==> src/rtl/hazard_scoreboard.sv <==
// Hazard scoreboard.
// It keeps one countdown per architectural register. A nonzero count means
// the register's result is not yet available through forwarding. When the
// instruction in ID reads a busy register, the block raises stall.
// Optional macro HAZARD_STALL_COUNT_EN: when defined, stallCount counts the
// cycles in which stall was high. When it is undefined, stallCount is tied
// to zero.
module hazard_scoreboard #(
    parameter int NREG    = 32,
    parameter int REG_W   = 5,
    parameter int MAX_LAT = 4,
    localparam int LAT_W  = $clog2(MAX_LAT + 1)
) (
    input  logic             clk,
    input  logic             resetN,
    input  logic             issueValid,
    input  logic             issueWrite,
    input  logic [REG_W-1:0] issueReg,
    input  logic [LAT_W-1:0] issueLat,
    input  logic             flush,
    input  logic [REG_W-1:0] idRs,
    input  logic [REG_W-1:0] idRt,
    input  logic             idUseRs,
    input  logic             idUseRt,
    output logic             stall,
    output logic [NREG-1:0]  busyMask,
    output logic [31:0]      stallCount
);

    // Per-register countdown of cycles until the result can be forwarded.
    logic [LAT_W-1:0] cnt_q [NREG];

    logic issue_ok;
    logic load_any;

    // The dependency check reads only the pre-edge counts. This lets an
    // instruction write its own source register without stalling on itself.
    always_comb begin
        stall = (idUseRs && (idRs != '0) && (cnt_q[idRs] != '0)) ||
                (idUseRt && (idRt != '0) && (cnt_q[idRt] != '0));
    end

    // A flushed or stalled instruction never reaches EX, so it must not claim
    // its destination register.
    assign issue_ok = issueValid && !stall && !flush;
    assign load_any = issue_ok && issueWrite && (issueReg != '0) && (issueLat != '0);

    for (genvar gi = 0; gi < NREG; gi++) begin : g_reg
        logic             load_en;
        logic [LAT_W-1:0] cnt_d;

        assign load_en = load_any && (issueReg == REG_W'(gi));

        // A new producer overrides the countdown. Otherwise the count decays
        // to zero.
        always_comb begin
            cnt_d = cnt_q[gi];
            if (load_en) begin
                cnt_d = issueLat;
            end else if (cnt_q[gi] != '0) begin
                cnt_d = cnt_q[gi] - LAT_W'(1);
            end
        end

        // Countdown storage. Reset discards every in-flight producer.
        always_ff @(posedge clk or negedge resetN) begin
            if (!resetN) begin
                cnt_q[gi] <= '0;
            end else begin
                cnt_q[gi] <= cnt_d;
            end
        end

        assign busyMask[gi] = (cnt_q[gi] != '0);
    end

`ifdef HAZARD_STALL_COUNT_EN
    logic [31:0] stall_cnt_q;

    // Free-running count of stalled cycles. It wraps naturally at 2**32.
    always_ff @(posedge clk or negedge resetN) begin
        if (!resetN) begin
            stall_cnt_q <= '0;
        end else if (stall) begin
            stall_cnt_q <= stall_cnt_q + 32'd1;
        end
    end

    assign stallCount = stall_cnt_q;
`else
    assign stallCount = '0;
`endif

endmodule

==> config.mk <==
export PLATFORM = sky130hd
export DESIGN_NAME = hazard_scoreboard
export DESIGN_NICKNAME = d
export VERILOG_FILES = /design/src/rtl/hazard_scoreboard.sv
export SDC_FILE = /design/constraint.sdc
export NUM_CORES = 1
export LEC_CHECK = 0
export CORE_MARGIN = 3
export CORE_UTILIZATION = 40
export DETAILED_ROUTE_END_ITERATION = 10
export SLEW_MARGIN = 15
export SYNTH_ARGS = -nofsm -noshare
export SYNTH_HDL_FRONTEND = slang
export SYNTH_SLANG_ARGS = --single-unit
==> constraint.sdc <==
create_clock -name clk -period 3.35 [get_ports clk]
set_input_delay 0.5025 -clock clk [delete_from_list [all_inputs] [get_ports clk]]
set_output_delay 0.5025 -clock clk [all_outputs]
set_load 0.1 [all_outputs]
==> metrics, run 1 <==
dpl cells 1,113; Layout Nets 948; Worst setup EP type output port; Num CTS Buffers 9; # DRC 0; Avg WL per Cell 16.25 um; gr usage total 0.1712; clock skew 8.088 ps; row cnt 51; WP data arrival 2750 ps; Crit path max-delay family buffers and inverters; Worst Reg-to-Reg Cells 8; DR vias/cell 5.075; global-route wire length before repair 29.71 mm; Root Buffer clkbuf_16; RSZ-0062 raised after global routing no; Final Hold Fails 0; Combinational Power Share 0.620; most frequent cells in the layout dfrtp_1 (96), nor2_1 (84), inv_1 (71); Antenna Nets Post-Route 0; initial antenna violation count 0; Clock Sinks 96; fillers 1,876; post-synthesis async set-or-reset flop share 1.000; Top reg by flops cnt_q; io pins 90; Pwr per Cell Area 980.5 mW/mm^2; CTS tree built; max layer used met4; worst stage delay on the critical path 700 ps; Final Max Slew Viols 0; vias in the first global route 5,615; Setup TNS 0 ps; Total Wirelength 18.35 mm; max reg flops 96; WP depth 8; Worst R2R End cnt_q[27]; worst-skew pair later-pin latency 360 ps; Clock Tree Buf Depth 2; synthesized cell area 0.008169 mm^2; M1 wire length 8.620 mm; MaxCap Viol Count 0; leakage 4.195 nW; total congestion overflow 0; number of buffers added on ports 57; Top FF cell, synth dfrtp_1; worst vdd ir 602.3 uV; Internal 4.947 mW; Startpoint Class input pin; Pre-Repair DR Iteration Count 4; count of final setup violators 0; dpl hpwl 14.06 mm; number of synthesized register bits 96; relative slew slack 0.5549; Crit Path Max Fanout 9; Gate Count Post-Synth 796; Period minus WS final 3248 ps; area delta synth->final 13.55%; CTS H-tree lvls 3; slowest CP cell clkdlybuf4s50_1; flop2flop setup slack 680 ps; Req. time, crit path 2850 ps; EDFF count, synth 0; post-synth cell types 51; Clk pwr share 0.127; biggest registers after layout cnt_q x96; post-route insts no fill 1,129; Worst Hold Class in2async; vias post-DR 5,730; fraction of layout cells with a size suffix above 1 0.2407; syn_area_per_cell 10.26 um^2; ANT cells 0; sequential fraction of the synthesis area 0.2941; Psw 4.149 mW; largest net degree at the start of global routing 50; Sw Ratio 0.4561; worst slew pin tran 667.6 ps; Core Box Area 0.01978 mm^2; metal3 WL 778 um; Worst-path clk slew 70 ps; die area 0.02217 mm^2; met2 WL post-DR 8.622 mm; commonest non-fill, non-tap cell in the layout dfrtp_1; RR Startpoint cnt_q[34]; hold buffer count at cts 0; FMAX 307.9 MHz; sequential power share 0.252; Placer Congestion 0.8509; fin crit share 0.9695; Worst Setup Path Type in2out; worst path cell trace clkdlybuf4s50_1, buf_4, mux4_2, nor4b_1, a211oi_2, nand4_4, nand2_1, buf_12; Yosys Warn Count 0; Die Ht 148.9 um; outcome complete, no violations; Detailed Route Iter0 Violations 321; die span in x 148.9 um; Buf+Inv Stages, Crit Path 3; starting density of the core 0.4130
-- repair_timing --
action | in CTS | in global routing
setup buffers | 0 | 0
endpoints found under the setup margin | 0 | 1
hold endpoints to repair | 0 | 0
gates resized for setup | 0 | 2
-- layer usage --
metal,vias up,GRT usage
li1,2839,-
met1,2747,0.2340
met2,123,0.2763
met3,21,0.03464
met4,0,0.04897
met5,-,0
-- synthesized netlist by cell type (2+ instances only) --
master	count	area [um^2]
a311o_1	2	20.02
nand2b_1	41	256.5
ha_1	64	800.8
buf_2	7	35.03
mux2i_1	6	60.06
mux4_2	6	135.1
o21ai_0	2	10.01
a22oi_1	2	15.01
dfrtp_1	96	2402
nor3_1	39	195.2
nand3_1	4	20.02
a31oi_1	4	25.02
buf_4	34	255.2
buf_12	3	60.06
a2111oi_0	4	35.03
a211oi_1	7	52.55
nor4b_1	3	26.28
buf_6	5	56.30
or3_1	2	12.51
mux2_1	38	427.9
nand4_1	3	18.77
clkbuf_1	15	56.30
nor2b_1	2	12.51
inv_1	71	266.5
mux2_4	49	735.7
nor4_1	17	106.4
and3_1	16	100.1
or2_2	2	12.51
o221ai_1	2	17.52
nand2_1	11	41.29
a21oi_1	36	180.2
o22ai_1	3	18.77
mux2_2	37	416.7
nand4_4	6	127.6
nor4b_2	2	30.03
xnor2_1	32	280.3
nand3b_1	4	30.03
nor2_1	84	315.3
nand3_4	23	402.9
-- logic make-up (layout without fill, tap and decap cells) --
family | count (synthesis) | in the layout | synth area share
simple gates | 264 | 264 | 0.2149
other cells | 1 | 32 | 0.0004590
mux | 136 | 136 | 0.2173
flops | 96 | 96 | 0.2941
xor+xnor | 32 | 32 | 0.03431
fa+ha+maj | 64 | 64 | 0.09802
buf+inv | 135 | 172 | 0.08929
compound gates | 68 | 68 | 0.05162
-- metrics by stage --
| stage | instance area, um^2 | hold slack [ps] | setup WS, ps | total power, mW | util |
|---|---|---|---|---|---|
| floorplan | 8285 | 206.9 | 294.2 | 6.956 | - |
| global placement | 8939 | 579.1 | 91.69 | 7.894 | 0.4519 |
| detailed placement | 8939 | 579.1 | 66.31 | 7.990 | 0.4519 |
| CTS | 9270 | 193.3 | 92.57 | 9.189 | 0.4686 |
| global route | 9276 | 226.1 | 10.49 | 9.806 | 0.4689 |
| finish | 9276 | 172.9 | 102.2 | 9.095 | 0.4689 |
-- power by group through the flow --
stage	clock network (mW)	registers [mW]	logic, mW
4_1_cts	1.19	2.30	5.70
5_1_grt	1.23	2.38	6.19
3_3_place_gp	0	2.32	5.58
6_report	1.16	2.30	5.64
2_1_floorplan	0	2.17	4.79
3_5_place_dp	0	2.31	5.68
-- worst max-delay path by stage --
stage | slack (ps) | start | to
floorplan | 290 | idRs[0] | stall
global placement | 90 | idRs[1] | cnt_q[29]
detailed placement | 70 | idRs[1] | cnt_q[27]
CTS | 90 | idRt[1] | stall
global route | 10 | idRt[1] | stall
finish | 100 | idRt[1] | stall
-- cell type report --
type | count | area, um^2 | share of cell area
Clock inverter | 5 | 78.83 | 0.008497
Tap cell | 265 | 331.6 | 0.03574
Sequential cell | 96 | 2402 | 0.2590
Timing Repair Buffer | 85 | 770.7 | 0.08309
Inverter | 71 | 266.5 | 0.02873
Multi-Input combinational cell | 596 | 5174 | 0.5577
Clock buffer | 11 | 252.7 | 0.02725
Note: power is estimated with default switching activity, not from simulation.
==> inputs of run 2 (changes only) <==
==> constraint.sdc (replaced) <==
create_clock -name clk -period 3.35 [get_ports clk]
set_input_delay 0.335 -clock clk [delete_from_list [all_inputs] [get_ports clk]]
set_output_delay 0.335 -clock clk [all_outputs]
set_load 0.1 [all_outputs]
==> run 2 against run 1 <==
Net effect:
- core utilization is 0.057 points lower
- via count is 1.2% lower
- cell area is 0.12% lower
- sequential share of layout area hardly changed
- count of clock-buffer cells in the layout is 1 lower
- final cell count is 0.18% lower
- register-to-register slack worse by 40 ps
- hold slack better by 340 ps
- clock skew is 1.5 ps lower
- global-route usage is 0.32 points lower
- total power is 0.14% higher
- critical path depth is 1 higher
- critical endpoint unchanged
==> metrics, run 2 (synthesis results as in run 1) <==
outcome complete, no violations; worst slew pin tran 647.8 ps; placed cell areas 0.008911 mm^2; relative slew slack 0.5641; Final Hold Fails 0; Period minus WS final 3033 ps; slowest CP cell clkdlybuf4s50_1; RR Startpoint cnt_q[25]; WP data arrival 2700 ps; Final Max Slew Viols 0; CTS tree built; biggest registers after layout cnt_q x96; row cnt 51; worst path cell trace clkdlybuf4s50_1, buf_4, inv_1, a2111oi_0, nor4_1, a22oi_1, nand2_4, nand2_1, buf_12; Tot Pwr 9.109 mW; DR vias/cell 5.026; number of buffers added on ports 57; commonest non-fill, non-tap cell in the layout dfrtp_1; worst-skew pair later-pin latency 350 ps; largest net degree at the start of global routing 54; vias post-DR 5,664; area delta synth->final 13.42%; io pins 90; fillers 1,886; initial antenna violation count 0; Antenna Nets Post-Route 0; ANT cells 0; Num CTS Buffers 9; clock skew 6.589 ps; global-route wire length before repair 29.24 mm; Crit Path Max Fanout 10; FMAX 329.7 MHz; Total Wirelength 18.18 mm; die area 0.02217 mm^2; Worst Setup Path Type in2out; # DRC 0; die span in x 148.9 um; Placer Congestion 0.8318; worst vdd ir 710.9 uV; fraction of layout cells with a size suffix above 1 0.2367; Pwr per Cell Area 983.1 mW/mm^2; most frequent cells in the layout dfrtp_1 (96), nor2_1 (84), inv_1 (71); Startpoint Class input pin; max reg flops 96; Setup TNS 0 ps; worst stage delay on the critical path 690 ps; Core Box Area 0.01978 mm^2; Post CTS Setup Buffer Count 0; Die Ht 148.9 um; total congestion overflow 0; Root Buffer clkbuf_16; Worst Reg-to-Reg Cells 8; Pre-Repair DR Iteration Count 5; starting density of the core 0.4130; Clock Sinks 96; gr usage total 0.1680; Clock Tree Buf Depth 2; MaxCap Viol Count 0; Worst R2R End cnt_q[75]; Detailed Route Iter0 Violations 292; vias in the first global route 5,453; Layout Nets 947; Top reg by flops cnt_q; RSZ-0062 raised after global routing no; CTS H-tree lvls 3; Worst setup EP type output port; flop2flop setup slack 640 ps; cell area after layout 0.009265 mm^2; dpl hpwl 13.85 mm; Req. time, crit path 3010 ps; count of final setup violators 0; Worst Hold Class in2async; Worst-path clk slew 70 ps; fin crit share 0.9055; leakage 4.178 nW; Avg WL per Cell 16.13 um
-- run 2: worst max-delay path, delay by kind of cell --
kind	cells	cell delay, ps
AO/OA/AOI/OAI	2	700
buffers and inverters	4	1170
AND/OR/NAND/NOR	3	480
-- run 2: area by class of cell --
class | count | area, um^2 | area share
Multi-Input combinational cell | 596 | 5167 | 0.5577
Sequential cell | 96 | 2402 | 0.2593
Timing Repair Buffer | 84 | 753.2 | 0.08130
Tap cell | 265 | 331.6 | 0.03579
Inverter | 71 | 266.5 | 0.02876
Clock buffer | 10 | 239.0 | 0.02579
Clock inverter | 5 | 105.1 | 0.01134
-- run 2: where the power goes --
group / internal, mW / switching [mW] / total, mW / leakage (nW)
combinational: 2.46 / 3.17 / 5.63 / 2.88
clock: 0.746 / 0.453 / 1.20 / 0.161
sequential: 1.79 / 0.492 / 2.28 / 1.13
-- run 2: how the worst max path moves through the flow --
stage	slack, ps	start	cells past startpoint	endpoint
finish	320	idRs[2]	9	stall
global route	60	idRt[1]	10	stall
CTS	320	idRt[0]	9	stall
detailed placement	220	idRs[1]	10	cnt_q[92]
global placement	210	idRs[1]	10	cnt_q[75]
floorplan	630	idRs[0]	9	stall
-- run 2: what timing repair did --
item	CTS	global route
setup endpoints to repair	0	0
gates resized for setup	0	0
hold buffers	1	0
hold endpoints to repair	2	0
-- run 2: through the flow --
stage | util | worst slack (ps) | cells | hold slack (ps)
final | 0.4684 | 316.6 | 1127 | 510.7
after global routing | 0.4684 | 61.72 | 1127 | 601.8
after CTS | 0.4684 | 322.5 | 1127 | 530.5
after detailed placement | 0.4505 | 223.9 | 1111 | 377.3
after global placement | 0.4505 | 208.8 | 1111 | 374.4
after floorplan | - | 629.2 | 827 | 39.41
-- run 2: metal layers --
| metal | GRT usage | wire [um] |
|---|---|---|
| met5 | 0 | 0 |
| met4 | 0.04485 | 257 |
| met3 | 0.02765 | 662 |
| met2 | 0.2711 | 8558 |
| met1 | 0.2351 | 8700 |
==> inputs of run 3 (changes only) <==
==> constraint.sdc (replaced) <==
create_clock -name clk -period 3.8 [get_ports clk]
set_input_delay 0.38 -clock clk [delete_from_list [all_inputs] [get_ports clk]]
set_output_delay 0.38 -clock clk [all_outputs]
set_load 0.1 [all_outputs]
==> run 3 against run 2 <==
Net effect:
- global-route usage grew 0.25 points
- first-iteration DRC count grew 6.2%
- via count grew 0.51%
- combinational power shrank 11%
- critical endpoint unchanged
- largest power group unchanged
- cell area shrank 0.62%
==> metrics, run 3 (synthesis results as in run 1) <==
outcome complete, no violations; DR vias/cell 5.088; M1 wire length 8.662 mm; metal3 WL 705 um; area delta synth->final 12.71%; Final Max Slew Viols 0; Period minus WS final 3254 ps; number of buffers added on ports 57; initial antenna violation count 0; vias post-DR 5,693; row cnt 51; Req. time, crit path 3420 ps; FMAX 307.3 MHz; dpl cells 1,103; io pins 90; most frequent cells in the layout dfrtp_1 (96), nor2_1 (84), inv_1 (71); CTS tree built; Clock Tree Buf Depth 2; # DRC 0; worst slew pin tran 995.4 ps; Layout Nets 938; hold buffer count at cts 0; Post CTS Setup Buffer Count 0; Pwr per Cell Area 856.0 mW/mm^2; die span in x 148.9 um; Avg WL per Cell 16.26 um; die area 0.02217 mm^2; clock skew 8.148 ps; fraction of layout cells with a size suffix above 1 0.1909; Worst Setup Path Type in2out; starting density of the core 0.4130; gr usage total 0.1705; Antenna Nets Post-Route 0; ANT cells 0; met2 WL post-DR 8.645 mm; max layer used met4; Clock Sinks 96; vias in the first global route 5,498; largest net degree at the start of global routing 59; global-route wire length before repair 29.82 mm; Top reg by flops cnt_q; Root Buffer clkbuf_16; Crit Path Max Fanout 12; Final Hold Fails 0; total congestion overflow 0; Total Wirelength 18.19 mm; WP data arrival 2870 ps; Detailed Route Iter0 Violations 310; MaxCap Viol Count 0; Pre-Repair DR Iteration Count 5; Startpoint Class input pin; count of final setup violators 0; Core Box Area 0.01978 mm^2; CTS H-tree lvls 3; Worst setup EP type output port; worst-skew pair later-pin latency 350 ps; biggest registers after layout cnt_q x96; RSZ-0062 raised after global routing no; max reg flops 96; Setup TNS 0 ps; Worst Hold Class in2async; relative slew slack 0.3343; commonest non-fill, non-tap cell in the layout dfrtp_1; Die Ht 148.9 um; post-route insts no fill 1,119; Placer Congestion 0.8286; fin crit share 0.8563; dpl hpwl 13.84 mm; Num CTS Buffers 9; post-CTS resize count 0; worst vdd ir 565.7 uV; leakage 4.102 nW; Worst-path clk slew 60 ps
run 3: cell types whose count changed in the layout (fill, tap and decap cells not counted), moves of 2 or more:
cell | before | now
clkinv_4 | 0 | 2
clkbuf_1 | 0 | 2
buf_4 | 55 | 15
clkdlybuf4s50_1 | 23 | 55
bufinv_16 | 3 | 0
run 3: final cells by class:
cell class	count	area [um^2]
fill	1883	10570
tap	265	331.6
clock inverter	4	30.03
multi-input combinational	596	5167
clock buffer	12	246.5
timing repair buffer	75	763.2
sequential	96	2402
inverter	71	266.5
run 3: metrics by stage:
| step | hold slack [ps] | total power, mW | utilization | setup slack, ps | area (um^2) |
|---|---|---|---|---|---|
| after floorplan | 84.41 | 6.133 | - | 989.2 | 8285 |
| after global placement | 523.5 | 6.968 | 0.4515 | 478.6 | 8931 |
| after detailed placement | 528.4 | 7.063 | 0.4515 | 481.4 | 8931 |
| after CTS | 149.0 | 7.968 | 0.4655 | 501.8 | 9208 |
| after global routing | 168.8 | 8.538 | 0.4655 | 332.4 | 9208 |
| final | 108.0 | 7.882 | 0.4655 | 546.3 | 9208 |
run 3: final timing paths:
check | start | to | slack, ps | cells past startpoint
setup / recovery | idRt[0] | stall | 550 | 9
hold reg to reg | cnt_q[94] | cnt_q[94] | 590 | 2
setup reg to reg | cnt_q[34] | cnt_q[27] | 970 | 8
max in group asynchronous | resetN | cnt_q[83] | 2840 | 2
min in group clk | cnt_q[94] | cnt_q[94] | 590 | 2
hold / removal | resetN | cnt_q[4] | 110 | 1
run 3: routing by layer:
layer  GRT usage  up-vias
li1            -     2824
met4     0.03982        0
met1      0.2417     2731
met2      0.2752      125
met5           0        -
met3     0.02674       13
run 3: critical path, stage by stage:
cell and delay (ps):
clkdlybuf4s50_1 550, buf_4 230, nor2b_1 140, a22oi_1 210
a31oi_1 120, a211oi_1 330, nand4_4 420, nand2_1 280
buf_12 200
run 3: report_power, final:
group	total (mW)	internal [mW]	switching, mW
Combinational	5.00	2.21	2.78
Sequential	2.02	1.58	0.440
Clock	0.867	0.464	0.403
